## src/rtl/knn_result_reader_pkg.sv

```systemverilog
// Shared KNN read-side definitions: sizing defaults, FSM states, register map.
// No logic of its own; imported by the vote histogram and the result reader.
// Vote-counter width derives from the neighbour-list depth so it can never overflow.
package knn_result_reader_pkg;

   localparam int KNN_DATA_W  = 32;
   localparam int KNN_K       = 4;
   localparam int KNN_C       = 8;
   localparam int KNN_LABEL_W = $clog2(KNN_C);
   localparam int KNN_ADDR_W  = 2;

   // A class can collect at most K votes, so K+1 distinct counts must be representable.
   function automatic int knn_vote_w(input int k);
      return $clog2(k + 1);
   endfunction

   typedef enum logic [2:0] {
      ST_IDLE  = 3'd0,
      ST_CLEAR = 3'd1,
      ST_SCAN  = 3'd2,
      ST_VOTE  = 3'd3,
      ST_DONE  = 3'd4
   } knn_state_t;

   // Read-only register map
   localparam int REG_STATUS = 0;
   localparam int REG_RESULT = 1;
   localparam int REG_VOTES  = 2;
   localparam int REG_RSVD   = 3;

endpackage

```

## src/rtl/knn_vote_hist.sv

```systemverilog
// Per-class vote histogram: C counters with sync clear, increment-by-index, read-by-index.
// Latency: increment/clear take effect at the next edge; the read port is combinational.
// No backpressure: every clear/increment is accepted in the cycle it is presented.
module knn_vote_hist
   import knn_result_reader_pkg::*;
#(
   parameter int C     = KNN_C,
   parameter int IDX_W = KNN_LABEL_W,
   parameter int CNT_W = knn_vote_w(KNN_K)
) (
   input  logic             clk,
   input  logic             rst,
   input  logic             i_clr,
   input  logic             i_inc_en,
   input  logic [IDX_W-1:0] i_inc_idx,
   input  logic [IDX_W-1:0] i_rd_idx,
   output logic [CNT_W-1:0] o_rd_cnt
);

   logic [CNT_W-1:0] r_cnt [C];

   // Counter bank: clear wins over increment; only the addressed counter moves.
   always_ff @(posedge clk or posedge rst) begin
      if (rst) begin
         for (int i = 0; i < C; i++) r_cnt[i] <= '0;
      end else begin
         for (int i = 0; i < C; i++) begin
            if (i_clr)
               r_cnt[i] <= '0;
            else if (i_inc_en && (i_inc_idx == IDX_W'(i)))
               r_cnt[i] <= r_cnt[i] + CNT_W'(1);
         end
      end
   end

   assign o_rd_cnt = r_cnt[i_rd_idx];

endmodule

```

## src/rtl/knn_result_reader.sv

```systemverilog
// KNN read side: majority vote over the neighbour list, then CPU reads of status/label/votes.
// Latency: classify -> done after K+C+2 edges; reads answer one cycle after the request.
// Backpressure: RESULT/VOTES reads stall (ready held low) while a vote is running.
module knn_result_reader
   import knn_result_reader_pkg::*;
#(
   parameter int DATA_W  = KNN_DATA_W,
   parameter int K       = KNN_K,
   parameter int C       = KNN_C,
   parameter int LABEL_W = KNN_LABEL_W,
   parameter int ADDR_W  = KNN_ADDR_W
) (
   input  logic                  clk,
   input  logic                  rst,
   input  logic                  valid,
   input  logic [ADDR_W-1:0]     address,
   input  logic [3:0]            wstrb,
   output logic [DATA_W-1:0]     rdata,
   output logic                  ready,
   input  logic                  classify,
   output logic [$clog2(K)-1:0]  nb_idx,
   input  logic [LABEL_W-1:0]    nb_label,
   input  logic                  nb_valid,
   output logic                  busy,
   output logic                  done
);

   localparam int NBI_W  = $clog2(K);
   localparam int VCNT_W = knn_vote_w(K);
   localparam int VIDX_W = LABEL_W + 1;   // one extra bit to mark "all classes issued"

   localparam logic [NBI_W-1:0]   SCAN_LAST = NBI_W'(K - 1);
   localparam logic [VIDX_W-1:0]  VOTE_END  = VIDX_W'(C);
   localparam logic [LABEL_W-1:0] LBL_LAST  = LABEL_W'(C - 1);
   localparam logic [ADDR_W-1:0]  A_STATUS  = ADDR_W'(REG_STATUS);
   localparam logic [ADDR_W-1:0]  A_RESULT  = ADDR_W'(REG_RESULT);
   localparam logic [ADDR_W-1:0]  A_VOTES   = ADDR_W'(REG_VOTES);

   knn_state_t          r_state, w_state_nxt;
   logic [NBI_W-1:0]    r_scan_idx;
   logic [VIDX_W-1:0]   r_vote_idx;
   logic                r_cand_vld;
   logic [LABEL_W-1:0]  r_cand_lbl;
   logic [VCNT_W-1:0]   r_cand_cnt;
   logic [LABEL_W-1:0]  r_best_lbl;
   logic [VCNT_W-1:0]   r_best_cnt;
   logic [VCNT_W-1:0]   w_hist_cnt;
   logic                r_ready;
   logic [DATA_W-1:0]   r_rdata;
   logic                r_served;
   logic                w_busy;
   logic                w_done;
   logic                w_rd_req;
   logic                w_rd_stall;
   logic                w_rd_go;
   logic [DATA_W-1:0]   w_rd_dat;

   knn_vote_hist #(
      .C     (C),
      .IDX_W (LABEL_W),
      .CNT_W (VCNT_W)
   ) u_hist (
      .clk       (clk),
      .rst       (rst),
      .i_clr     (r_state == ST_CLEAR),
      .i_inc_en  ((r_state == ST_SCAN) && nb_valid),
      .i_inc_idx (nb_label),
      .i_rd_idx  (r_vote_idx[LABEL_W-1:0]),
      .o_rd_cnt  (w_hist_cnt)
   );

   // State register; reset aborts any vote in flight.
   always_ff @(posedge clk or posedge rst) begin
      if (rst) r_state <= ST_IDLE;
      else     r_state <= w_state_nxt;
   end

   // Next-state: classify only starts a vote from IDLE or DONE, ignored while busy.
   always_comb begin
      w_state_nxt = r_state;
      case (r_state)
         ST_IDLE:  if (classify) w_state_nxt = ST_CLEAR;
         ST_CLEAR: w_state_nxt = ST_SCAN;
         ST_SCAN:  if (r_scan_idx == SCAN_LAST) w_state_nxt = ST_VOTE;
         ST_VOTE:  if (r_cand_vld && (r_cand_lbl == LBL_LAST)) w_state_nxt = ST_DONE;
         ST_DONE:  if (classify) w_state_nxt = ST_CLEAR;
         default:  w_state_nxt = ST_IDLE;
      endcase
   end

   assign w_busy = (r_state == ST_CLEAR) || (r_state == ST_SCAN) || (r_state == ST_VOTE);
   assign w_done = (r_state == ST_DONE);
   assign busy   = w_busy;
   assign done   = w_done;
   assign nb_idx = (r_state == ST_SCAN) ? r_scan_idx : '0;

   // Neighbour-list walk: one entry per cycle during SCAN, parked at 0 otherwise.
   always_ff @(posedge clk or posedge rst) begin
      if (rst)
         r_scan_idx <= '0;
      else if ((r_state == ST_SCAN) && (r_scan_idx != SCAN_LAST))
         r_scan_idx <= r_scan_idx + NBI_W'(1);
      else
         r_scan_idx <= '0;
   end

   // Vote issue stage: read one class counter per cycle into a candidate register,
   // so the compare below sees a registered count (one extra cycle at the tail of VOTE).
   always_ff @(posedge clk or posedge rst) begin
      if (rst) begin
         r_vote_idx <= '0;
         r_cand_vld <= 1'b0;
         r_cand_lbl <= '0;
         r_cand_cnt <= '0;
      end else if ((r_state == ST_VOTE) && (r_vote_idx != VOTE_END)) begin
         r_vote_idx <= r_vote_idx + VIDX_W'(1);
         r_cand_vld <= 1'b1;
         r_cand_lbl <= r_vote_idx[LABEL_W-1:0];
         r_cand_cnt <= w_hist_cnt;
      end else begin
         r_cand_vld <= 1'b0;
         if (r_state != ST_VOTE) r_vote_idx <= '0;
      end
   end

   // Best-so-far: strict greater-than keeps the lowest class index on ties.
   always_ff @(posedge clk or posedge rst) begin
      if (rst) begin
         r_best_lbl <= '0;
         r_best_cnt <= '0;
      end else if (r_state == ST_CLEAR) begin
         r_best_lbl <= '0;
         r_best_cnt <= '0;
      end else if ((r_state == ST_VOTE) && r_cand_vld && (r_cand_cnt > r_best_cnt)) begin
         r_best_lbl <= r_cand_lbl;
         r_best_cnt <= r_cand_cnt;
      end
   end

   // A read is answered once per valid assertion; result registers are withheld mid-vote.
   assign w_rd_req   = valid && (wstrb == 4'd0) && !r_served && !r_ready;
   assign w_rd_stall = w_busy && ((address == A_RESULT) || (address == A_VOTES));
   assign w_rd_go    = w_rd_req && !w_rd_stall;

   // Register read mux, zero-extended to the bus width.
   always_comb begin
      w_rd_dat = '0;
      if (address == A_STATUS)
         w_rd_dat = DATA_W'({w_busy, w_done});
      else if (address == A_RESULT)
         w_rd_dat = DATA_W'(r_best_lbl);
      else if (address == A_VOTES)
         w_rd_dat = DATA_W'(r_best_cnt);
   end

   // Bus response: one-cycle ready pulse, rdata held between reads.
   always_ff @(posedge clk or posedge rst) begin
      if (rst) begin
         r_ready  <= 1'b0;
         r_rdata  <= '0;
         r_served <= 1'b0;
      end else begin
         r_ready <= w_rd_go;
         if (w_rd_go) r_rdata <= w_rd_dat;
         if (!valid)       r_served <= 1'b0;
         else if (w_rd_go) r_served <= 1'b1;
      end
   end

   assign ready = r_ready;
   assign rdata = r_rdata;

endmodule

```

## config.mk

```make
export PLATFORM = sky130hd
export DESIGN_NAME = knn_result_reader
export DESIGN_NICKNAME = d
export VERILOG_FILES = /design/src/rtl/knn_result_reader_pkg.sv /design/src/rtl/knn_vote_hist.sv /design/src/rtl/knn_result_reader.sv
export SDC_FILE = /design/constraint.sdc
export NUM_CORES = 1
export LEC_CHECK = 0
export ABC_CLOCK_PERIOD_IN_PS = 4000
export BUFFER_PORTS_ARGS = -buffer_cell sky130_fd_sc_hd__buf_2
export CORE_MARGIN = 8
export CORE_UTILIZATION = 54
export DETAILED_ROUTE_END_ITERATION = 8
export GPL_TIMING_DRIVEN = 0
export PLACE_DENSITY = 0.81
export SLEW_MARGIN = 10
export SYNTH_ARGS = -nofsm -noshare
export SYNTH_HDL_FRONTEND = slang
export SYNTH_SLANG_ARGS = --single-unit
```

## constraint.sdc

```tcl
create_clock -name clk -period 4 [get_ports clk]
set_input_delay 0.2 -clock clk [delete_from_list [all_inputs] [get_ports clk]]
set_output_delay 0.2 -clock clk [all_outputs]
set_load 0.02 [all_outputs]
```

==> report_table.html <==
<table>
<tr><th>Metric</th><th>Value</th></tr>
<tr><th colspan="2">Synth</th></tr>
<tr><td>Sequential element share of the synthesized area</td><td>43.5%</td></tr>
<tr><td>Largest area contributor in the netlist</td><td>dfrtp_1</td></tr>
<tr><td>Cell area after synthesis</td><td>0.00293 mm²</td></tr>
<tr><td>Syn avg cell area</td><td>10.4 µm²</td></tr>
<tr><td>Number of synthesized flops with an enable pin</td><td>0</td></tr>
<tr><td>Primary FF master, synth</td><td>dfrtp_1</td></tr>
<tr><td>Ranking of synthesized cells by area</td><td>dfrtp_1 43%, buf_4 8.2%, ha_1 7.2%</td></tr>
<tr><td>Post-synth ARST share</td><td>100%</td></tr>
<tr><td>Area fraction of the dominant cell type after synthesis</td><td>43.5%</td></tr>
<tr><td>Yosys cell types</td><td>40</td></tr>
<tr><td>Cell count after synthesis</td><td>281</td></tr>
<tr><td>YS warnings</td><td>0</td></tr>
<tr><td>FF+latch count, synth</td><td>51</td></tr>
<tr><th colspan="2">Global route</th></tr>
<tr><td>Global-route wire length before repair</td><td>9940 µm</td></tr>
<tr><td>Number of global-route vias before repair</td><td>2,152</td></tr>
<tr><td>Global router's overall resource usage</td><td>14.6%</td></tr>
<tr><td>Largest net degree at the start of global routing</td><td>28</td></tr>
<tr><td>GRT overflow</td><td>0</td></tr>
<tr><td>Number of antenna violations at the first check in global routing</td><td>0</td></tr>
<tr><th colspan="2">CTS</th></tr>
<tr><td>Clock tree root driver cell</td><td>clkbuf_8</td></tr>
<tr><td>Post-CTS setup-driven buffer insertion count</td><td>0</td></tr>
<tr><td>Number of CTS-inserted buffers</td><td>5</td></tr>
<tr><td>CTS sink cnt</td><td>51</td></tr>
<tr><td>Skew-Pair Late Insertion Delay</td><td>0.30 ns</td></tr>
<tr><td>Clock tree from TritonCTS</td><td>yes</td></tr>
<tr><td>Hold buffer count at CTS</td><td>1</td></tr>
<tr><td>Post-cts gate resize count</td><td>0</td></tr>
<tr><td>H-tree lvl count</td><td>2</td></tr>
<tr><td>Clock transition at the registers of the reported paths</td><td>0.09 ns</td></tr>
<tr><td>Maximum clock path buffer count</td><td>2</td></tr>
<tr><th colspan="2">Pwr</th></tr>
<tr><td>Max VDD drop</td><td>0.381 mV</td></tr>
<tr><td>Power per cell area</td><td>601 mW/mm²</td></tr>
<tr><td>Combinational group share of total power</td><td>40.0%</td></tr>
<tr><td>Switching power share of the total</td><td>35.9%</td></tr>
<tr><td>Cell-internal power</td><td>1300 µW</td></tr>
<tr><td>Static Leakage</td><td>0.00180 µW</td></tr>
<tr><td>Sequential power share</td><td>42.0%</td></tr>
<tr><td>Reported net switching power</td><td>730 µW</td></tr>
<tr><td>Part of the total power dissipated in the clock network</td><td>18.0%</td></tr>
<tr><th colspan="2">Hold path</th></tr>
<tr><td>Number of cells traversed by the worst hold path</td><td>2</td></tr>
<tr><td>Hold Crit Start</td><td>classify</td></tr>
<tr><td>Min-delay worst type</td><td>in -&gt; reg</td></tr>
<tr><td>Capture endpoint of the worst hold path</td><td>r_state[2]</td></tr>
<tr><th colspan="2">Die</th></tr>
<tr><td>Row cnt</td><td>27</td></tr>
<tr><td>DIE HEIGHT</td><td>89.7 µm</td></tr>
<tr><td>Chip width</td><td>89.7 µm</td></tr>
<tr><td>Starting density of the core</td><td>54.6%</td></tr>
<tr><td>Floorplan die area</td><td>0.00805 mm²</td></tr>
<tr><td>Standard cell core area</td><td>0.00537 mm²</td></tr>
<tr><td>I/O pin total</td><td>51</td></tr>
<tr><th colspan="2">Critical path</th></tr>
<tr><td>Worst setup EP type</td><td>register</td></tr>
<tr><td>Worst Path Arrival</td><td>2.17 ns</td></tr>
<tr><td>Internal reg-to-reg setup slack</td><td>2.02 ns</td></tr>
<tr><td>Startpoint-to-endpoint class of the critical path</td><td>reg -&gt; reg</td></tr>
<tr><td>Critical R2R Capture</td><td>r_cand_cnt[0]</td></tr>
<tr><td>CP Cell Sequence</td><td>clkbuf_1 &gt; inv_1 &gt; ha_1 &gt; nand3b_1 &gt; nand2_1 &gt; a221o_1</td></tr>
<tr><td>Reg-to-Reg Start</td><td>r_vote_idx[1]</td></tr>
<tr><td>Type of origin of the critical path</td><td>register</td></tr>
<tr><td>Register-to-Register Path Depth</td><td>6</td></tr>
<tr><td>Slowest CP cell</td><td>a221o_1</td></tr>
<tr><td>Crit path from</td><td>r_vote_idx[1]</td></tr>
<tr><td>Largest driver fanout on the critical path</td><td>10</td></tr>
<tr><td>Max stage delay on crit path</td><td>0.41 ns</td></tr>
<tr><td>Required time at the worst-slack endpoint</td><td>4.19 ns</td></tr>
<tr><th colspan="2">STA</th></tr>
<tr><td>Highest achievable clock rate</td><td>505 MHz</td></tr>
<tr><td>Final setup skew</td><td>0.00885 ns</td></tr>
<tr><td>Final number of setup-violating endpoints</td><td>0</td></tr>
<tr><td>Transition time of the tightest slew-check pin</td><td>0.550 ns</td></tr>
<tr><td>Setup repair after global routing missed its margin</td><td>false</td></tr>
<tr><td>Final Critical Period</td><td>1.98 ns</td></tr>
<tr><td>Tightest slew margin relative to the limit</td><td>63.3%</td></tr>
<tr><td>Number of endpoints with negative hold slack in the final report</td><td>0</td></tr>
<tr><td>Total count of max-transition violations in the final report</td><td>0</td></tr>
<tr><td>Final period util</td><td>49.6%</td></tr>
<tr><td>Setup TNS after final layout</td><td>0 ns</td></tr>
<tr><th colspan="2">Placed design</th></tr>
<tr><td>DP HPWL</td><td>4320 µm</td></tr>
<tr><td>Total of buffers placed on input and output ports</td><td>21</td></tr>
<tr><td>Routability-driven placement congestion ratio</td><td>0.776</td></tr>
<tr><td>Post-placement cell area</td><td>0.00325 mm²</td></tr>
<tr><td>Placed cell count</td><td>403</td></tr>
<tr><th colspan="2">Flow run</th></tr>
<tr><td>Max-capacitance violation count</td><td>0</td></tr>
<tr><th colspan="2">Routing</th></tr>
<tr><td>Pre-antenna DRT Iters</td><td>5</td></tr>
<tr><td>DR DRC count</td><td>0</td></tr>
<tr><td>Violation count after the first detailed-routing iteration</td><td>75</td></tr>
<tr><td>Total vias in the final route</td><td>2,009</td></tr>
<tr><td>Post-DRT Antenna Nets</td><td>0</td></tr>
<tr><td>WL final</td><td>5590 µm</td></tr>
<tr><td>Wire per inst</td><td>13.6 µm</td></tr>
<tr><td>Via density per instance</td><td>4.88</td></tr>
<tr><th colspan="2">Final layout</th></tr>
<tr><td>Post-route insts no fill</td><td>412</td></tr>
<tr><td>Inserted Diodes</td><td>0</td></tr>
<tr><td>Post-route standard cell area excluding fillers</td><td>0.00338 mm²</td></tr>
<tr><td>Layout Area Growth over Synthesis</td><td>15.3%</td></tr>
<tr><td>NumNets Final</td><td>370</td></tr>
<tr><td>Layout filler cell count</td><td>457</td></tr>
<tr><td>Share of final-layout standard cells stronger than drive strength 1</td><td>22.9%</td></tr>
<tr><th colspan="2">Run status</th></tr>
<tr><td>Result of the run</td><td>finished clean</td></tr>
</table>
how the worst max path moves through the flow:
stage / cells after the start / endpoint / slack, ns
final: 6 / r_cand_cnt[0] / 2.02
after global routing: 6 / r_cand_cnt[1] / 1.88
after CTS: 6 / r_cand_cnt[0] / 1.99
after detailed placement: 6 / r_cand_cnt[0] / 2.02
after global placement: 2 / u_hist.r_cnt[18] / 1.96
after floorplan: 6 / r_cand_cnt[0] / 2.34
synthesized netlist by cell type (2+ instances only):
library cell,n
nor2_1,32
nand4_1,4
nor2b_1,4
nand3b_1,3
mux4_1,3
xnor2_1,6
clkbuf_1,2
a21oi_1,6
and3_1,6
xor2_1,7
buf_6,2
nor3_1,2
buf_4,32
mux4_2,3
ha_1,17
nand3_1,12
a221o_1,3
dfrtp_1,51
and3b_1,4
mux2i_1,16
nand2_1,20
mux2_2,4
o21ai_0,8
inv_1,18
critical path: cells and delay by family, from the launching register on:
kind | cells | cell delay, ns
buffers and inverters | 2 | 0.50
AOI/OAI and AO/OA | 1 | 0.41
and+or+nand+nor | 2 | 0.39
DFF | 1 | 0.36
adders and majority gates | 1 | 0.21
layout make-up:
cell class | count | area (µm²) | share of cell area [%]
multi-input combinational | 202 | 1420 | 41.9
sequential | 51 | 1280 | 37.7
buffer | 38 | 279 | 8.25
timing repair buffer | 23 | 135 | 4.00
tap | 72 | 90.1 | 2.66
clock buffer | 6 | 82.6 | 2.44
inverter | 18 | 67.6 | 2.00
clock inverter | 2 | 35.0 | 1.04
layout by cell type, fill, tap and decap left out, types with 2 or more instances in the layout:
cell type and n:
buf_6 2, nand3_1 12, conb_1 29, and3b_1 4
clkbuf_1 2, dfrtp_1 51, nor2_1 32, mux2i_1 16
mux4_1 3, nand4_1 4, ha_1 17, clkbuf_8 6
a21oi_1 6, nor3_1 2, nor2b_1 4, inv_1 17
and3_1 6, mux2_2 4, xnor2_1 6, buf_4 32
nand3b_1 3, o21ai_0 8, nand2_1 20, a221o_1 3
buf_2 22, xor2_1 7, mux4_2 3
stage by stage:
step / util, % / worst slack (ns) / hold slack [ns] / total power (µW)
finish: 63.0 / 2.02 / 0.107 / 2030
CTS: 63.0 / 1.99 / 0.0989 / 2060
global placement: 60.2 / 1.96 / 0.425 / 1620
floorplan: - / 2.34 / 0.308 / 1480
global route: 63.0 / 1.88 / 0.115 / 2190
detailed placement: 60.6 / 2.02 / 0.283 / 1680
flip-flops by register name (all words and copies together), names as in the netlist, 2 cells and up:
name	count
r_best_cnt	3
r_best_lbl	3
r_cand_cnt	3
r_cand_lbl	3
r_scan_idx	2
r_state	3
r_vote_idx	4
rdata	3
u_hist.r_cnt	24
kinds of logic after synthesis:
kind of cell,after synthesis,synth area share [%]
xor gates and xnor gates,13,3.88
AOI/OAI and AO/OA,23,5.37
other,1,0.128
DFF,51,43.5
buffers and inverters,56,11.8
muxes,26,12.0
and+or+nand+nor,94,16.1
adders and majority gates,17,7.25
metal layers:
layer  track usage [%]  vias to the layer above  part of all wire [%]
li1                  -                     1015                     -
met1              16.4                      940                    42
met2              25.6                       47                    52
met3              4.90                        7                   5.3
met4              3.95                        0                  0.70
met5                 0                        -                     0
power groups by stage:
stage / Clock, µW / Combinational [µW] / Sequential [µW]
6_report: 366 / 813 / 853
5_1_grt: 402 / 914 / 879
4_1_cts: 379 / 825 / 855
3_5_place_dp: 0 / 819 / 864
3_3_place_gp: 0 / 774 / 848
2_1_floorplan: 0 / 657 / 825
Power figures use the tool's default switching activity.
